==> src/rtl/uart_rx_ctrl.sv <==
`default_nettype none
// uart_rx_ctrl: 16x baud tick generator, show-ahead receive FIFO and status for the UART receiver.
// Optional character timeout is built when UART_RX_TIMEOUT_EN is defined.  Rev 1.0
module uart_rx_ctrl #(
  parameter int          DEPTH         = 16,
  parameter logic [15:0] DEFAULT_DIV   = 16'd27,
  parameter int          TIMEOUT_TICKS = 640
) (
  input  logic                     clk,
  input  logic                     rst,
  input  logic [15:0]              div_value,
  input  logic                     div_load,
  output logic                     baud_tick_16x,
  input  logic [7:0]               rx_data_in,
  input  logic                     rx_ready_in,
  input  logic                     rx_error_in,
  output logic [7:0]               m_data,
  output logic                     m_valid,
  input  logic                     m_ready,
  output logic [$clog2(DEPTH):0]   fifo_count,
  output logic                     overflow,
  output logic [7:0]               err_count,
  input  logic                     clear_status,
  output logic                     rx_timeout
);

  localparam int AW = $clog2(DEPTH);
  localparam int CW = AW + 1;

  logic [15:0] divisor;
  logic [15:0] tick_cnt;
  logic [15:0] load_val;
  logic [15:0] reload_val;

  // Divisors of 0 and 1 both collapse to a reload of 0, i.e. a tick every cycle.
  assign load_val   = (div_value <= 16'd1) ? 16'd0 : div_value - 16'd1;
  assign reload_val = (divisor   <= 16'd1) ? 16'd0 : divisor   - 16'd1;

  always_ff @(posedge clk or posedge rst) begin
    if (rst) begin
      divisor       <= DEFAULT_DIV;
      tick_cnt      <= 16'd0;
      baud_tick_16x <= 1'b0;
    end else begin
      baud_tick_16x <= (tick_cnt == 16'd0) && !div_load;
      if (div_load) begin
        divisor  <= div_value;
        tick_cnt <= load_val;
      end else if (tick_cnt == 16'd0) begin
        tick_cnt <= reload_val;
      end else begin
        tick_cnt <= tick_cnt - 16'd1;
      end
    end
  end

  logic rdy_q;
  logic err_q;
  logic push_ev;
  logic err_ev;

  always_ff @(posedge clk or posedge rst) begin
    if (rst) begin
      rdy_q <= 1'b0;
      err_q <= 1'b0;
    end else begin
      rdy_q <= rx_ready_in;
      err_q <= rx_error_in;
    end
  end

  // A byte flagged by the receiver in its ready cycle is discarded.
  assign push_ev = rx_ready_in & ~rdy_q & ~rx_error_in;
  assign err_ev  = rx_error_in & ~err_q;

  logic [7:0]    mem [DEPTH];
  logic [AW-1:0] wr_ptr;
  logic [AW-1:0] rd_ptr;
  logic          empty;
  logic          full;
  logic          pop;
  logic          push_acc;
  logic          drop;

  assign empty    = (fifo_count == CW'(0));
  assign full     = (fifo_count == CW'(DEPTH));
  assign m_valid  = ~empty;
  assign pop      = m_valid & m_ready;
  assign push_acc = push_ev & (~full | pop);
  assign drop     = push_ev & full & ~pop;
  assign m_data   = empty ? 8'h00 : mem[rd_ptr];

  always_ff @(posedge clk) begin
    if (push_acc) begin
      mem[wr_ptr] <= rx_data_in;
    end
  end

  always_ff @(posedge clk or posedge rst) begin
    if (rst) begin
      wr_ptr     <= '0;
      rd_ptr     <= '0;
      fifo_count <= '0;
    end else begin
      if (push_acc) wr_ptr <= wr_ptr + AW'(1);
      if (pop)      rd_ptr <= rd_ptr + AW'(1);
      case ({push_acc, pop})
        2'b10:   fifo_count <= fifo_count + CW'(1);
        2'b01:   fifo_count <= fifo_count - CW'(1);
        default: fifo_count <= fifo_count;
      endcase
    end
  end

  // New events take priority over a coincident clear.
  always_ff @(posedge clk or posedge rst) begin
    if (rst) begin
      overflow  <= 1'b0;
      err_count <= 8'd0;
    end else begin
      if (drop)              overflow <= 1'b1;
      else if (clear_status) overflow <= 1'b0;

      if (err_ev) begin
        if (clear_status)             err_count <= 8'd1;
        else if (err_count != 8'hFF)  err_count <= err_count + 8'd1;
      end else if (clear_status) begin
        err_count <= 8'd0;
      end
    end
  end

`ifdef UART_RX_TIMEOUT_EN
  localparam int IW = $clog2(TIMEOUT_TICKS + 1);

  logic [IW-1:0] idle_cnt;
  logic [IW-1:0] idle_nxt;

  always_comb begin
    idle_nxt = idle_cnt;
    if (push_ev || pop || empty) begin
      idle_nxt = '0;
    end else if (baud_tick_16x && (idle_cnt != IW'(TIMEOUT_TICKS))) begin
      idle_nxt = idle_cnt + IW'(1);
    end
  end

  always_ff @(posedge clk or posedge rst) begin
    if (rst) begin
      idle_cnt   <= '0;
      rx_timeout <= 1'b0;
    end else begin
      idle_cnt   <= idle_nxt;
      rx_timeout <= (idle_nxt == IW'(TIMEOUT_TICKS));
    end
  end
`else
  assign rx_timeout = 1'b0;
`endif

endmodule
`default_nettype wire

==> config.mk <==
export PLATFORM = sky130hd
export DESIGN_NAME = uart_rx_ctrl
export DESIGN_NICKNAME = d
export VERILOG_FILES = /design/src/rtl/uart_rx_ctrl.sv
export SDC_FILE = /design/constraint.sdc
export NUM_CORES = 1
export LEC_CHECK = 0
export CAP_MARGIN = 25
export CORE_ASPECT_RATIO = 1.25
export CORE_MARGIN = 5
export CORE_UTILIZATION = 59
export CTS_CLUSTER_SIZE = 25
export DETAILED_ROUTE_END_ITERATION = 12
export PLACE_DENSITY = 0.8
export SYNTH_ARGS = -nofsm -noshare
export SYNTH_HDL_FRONTEND = slang
export SYNTH_SLANG_ARGS = --single-unit
==> constraint.sdc <==
create_clock -name clk -period 2.7 [get_ports clk]
set_input_delay 0.27 -clock clk [delete_from_list [all_inputs] [get_ports clk]]
set_output_delay 0.27 -clock clk [all_outputs]
set_load 0.02 [all_outputs]
==> parameters.txt <==
Parameter                              Value

Floorplan
  Standard-cell rows    48
  IO Count    between 50 and 60
  Floorplan die area    16,600 um2
  Area inside the core boundary    13,800 um2
  Effective utilization at floorplan    60.2%
  Die H    143 um
  Die boundary width    between 100 and 150 um

Logic synthesis
  Synthesized netlist net count    595
  Warning count from the yosys run    0
  Synth Flop Type    edfxtp_1
  Part of the Yosys area used for sequential elements    63.5%
  Top-area cell type share of the netlist area    roughly 46%
  Post-Syn Area per Cell    15.1 um2
  Unique masters post-synth    54
  Top area cells in the synthesized netlist    edfxtp_1, dfrtp_1, mux4_2, xnor2_1, mux2_2
  Share of flip-flops with an asynchronous set or reset    30.8%
  Cell area after synthesis    about 8300 um2
  EDFF count, synth    roughly 130
  Number of register bits inferred by synthesis    around 190
  Synth area leader    edfxtp_1
  Most numerous cell in the Yosys netlist    edfxtp_1
  Post-Synthesis Cells    550
  Most frequent cells after synthesis    edfxtp_1, dfrtp_1, mux4_2, nor2_1, xnor2_1

Pwr
  Leakage component of the power    roughly 0.0037 uW
  Maximum ir drop on the vdd rail    0.000724 V
  Power per unit of standard cell area    870 nW/um2

Finish
  Final core occ    between 70% and 80%
  Antenna Cells    0
  Relative area change from synthesis to final layout    23.4%
  Fraction of layout cells with a size suffix above 1    25.9%
  Non-filler cells in the finished layout    851
  Post-route cell area    roughly 10,000 um2
  Post-layout net count    708

Drt
  Number of nets still failing antenna checks after routing    0
  Initial detailed-routing violation count    301
  Total via count after detailed routing    5,019
  Final Routed Wirelength    about 18,000 um
  First-pass detailed-route iteration total    4
  Wirelength per Cell    21.5 um
  Via count normalized by instance count    5.90
  DRC violation count after routing    0

Place
  Total half-perimeter wirelength after legalization and detailed placement    roughly 12,000 um
  Number of placed instances with taps included    810
  Port bufs    54
  Area of placed instances    9460 um2
  GP Congestion    0.812

Clocking
  CTS tree    done
  Worst-case clock buffer depth    2
  Register clock-pin slew on the reported worst setup and hold paths    70 ps
  Latest clock arrival within the worst-skew pair    430 ps
  Number of clock sinks    185
  # H-tree levels    4
  Clock root buffer master    clkbuf_16
  Number of buffers inserted during clock tree synthesis    17

Global route
  Wire length of the first global-routing pass    between 20,000 and 30,000 um
  Global router's overall resource usage    23.7%
  Vias in the first global route    5,390
  Largest net degree at the start of global routing    30
  Number of antenna violations at the first check in global routing    0
  Remaining Overflow, GRT    0

STA
  Final cycle utilization of the critical path    103%
  Number of failing setup endpoints in the final timing report    7
  Timing-limited maximum frequency    361 MHz
  Max Transition Viols Final    0
  Unrepaired setup endpoints after global routing    yes
  Worst Skew    10.6 ps
  Number of hold-slack violations in the final timing report    0
  Worst max-slew margin expressed relative to the limit    58.0%
  Slew @ Worst Pin    630 ps
  PnR worst setup slack    -68.3 ps
  Final worst path period need    2770 ps

Setup path
  Sort of element at the start of the critical path    register
  Arrival time of data at the critical path endpoint    2500 ps
  Reg2Reg Depth    11
  Reg-to-reg setup timing slack    310 ps
  Crit-path max FO    5
  CP endpoint kind    output pin
  Worst setup path class    reg -> out
  Data required, critical path    roughly 2400 ps

Outcome
  Status    complete, but fails checks
  Violated checks    negative setup slack

Job
  Maximum capacitance violations    0

Min path
  Class of the tightest hold or removal check    in -> async
worst paths after layout:
path	startpoint	end
max	rd_ptr[0]	m_data[6]
min	rst	divisor[13]
max reg2reg	fifo_count[1]	fifo_count[4]
min reg2reg	overflow	overflow
max in group asynchronous	rst	baud_tick_16x
min in group clk	rx_ready_in	rdy_q
worst max-delay path: stages (launching register included):
cell and delay [ps]:
dfrtp_2 420, buf_12 140, buf_12 120, buf_16 120
mux4_2 480, mux4_2 480, nor2b_1 140, buf_4 160
metrics by stage:
step           TNS [ps]  hold WS [ps]  worst slack, ps  power (uW)
2_1_floorplan         0           301              229        5190
3_3_place_gp          0           497              108        6060
3_5_place_dp          0           504             78.1        6160
4_1_cts            -323           216            -87.3        8820
5_1_grt            -976           276             -152        9330
6_report           -365           216            -68.3        8920
layout by cell type (no fill, tap or decap), drive strengths merged, types with 5 or more instances in the layout:
master | netlist | routed
a21oi | 17 | 17
and2 | 17 | 17
buf | 7 | 64
clkbuf | 10 | 19
clkdlybuf4s50 | 0 | 46
clkinv | 0 | 5
dfrtp | 53 | 53
edfxtp | 128 | 128
ha | 14 | 14
inv | 16 | 23
mux2 | 18 | 18
mux4 | 40 | 40
nand2 | 25 | 25
nand3 | 8 | 8
nand4 | 5 | 5
nor2 | 39 | 39
nor2b | 9 | 9
nor3 | 13 | 13
nor4 | 10 | 10
o21ai | 25 | 25
o22a | 5 | 5
o31ai | 6 | 6
xnor2 | 31 | 31
xor2 | 17 | 17
repair_timing:
| action | in CTS | in global routing |
|---|---|---|
| setup endpoints to repair | 9 | 9 |
| setup buffers | 4 | 1 |
| gates cloned | 3 | 1 |
| resized for setup | 44 | 10 |
| hold buffers | 0 | 0 |
state kept, by name (all words and copies together), names as in the netlist:
signal	cells
baud_tick_16x	1
divisor	16
err_count	8
err_q	1
fifo_count	5
mem	128
overflow	1
rd_ptr	4
rdy_q	1
tick_cnt	16
wr_ptr	4
final cells by class:
type | instances | area (um2)
Clock buffer | 18 | 429
Clock inverter | 14 | 150
Fill cell | 864 | 3560
Inverter | 16 | 62.6
Multi-Input combinational cell | 332 | 2920
Sequential cell | 185 | 5280
Tap cell | 175 | 219
Timing Repair Buffer | 111 | 1190
logic make-up after synthesis:
kind of cell | count (synthesis) | share of synthesized area (%)
AOI/OAI and AO/OA | 66 | 5.15
xor gates and xnor gates | 48 | 5.06
adders and majority gates | 14 | 2.11
buffers and inverters | 33 | 1.64
DFF | 185 | 63.5
muxes | 61 | 13.6
other | 1 | 0.0451
and+or+nand+nor | 142 | 8.87
where the power goes:
group / internal, uW / switching [uW]
registers: 3250 / 263
clock network: 1240 / 1170
logic: 1720 / 1280
total: 6210 / 2700
routing by layer:
metal	share of wire [%]	up-vias	global-route usage, %	wire length [um]
li1	-	2321	-	-
met1	35	2508	26.8	6490
met2	57	163	44.5	10500
met3	5.4	27	4.41	988
met4	2.1	0	7.88	376
met5	0	-	0	0
Note: power is estimated with default switching activity, not from simulation.
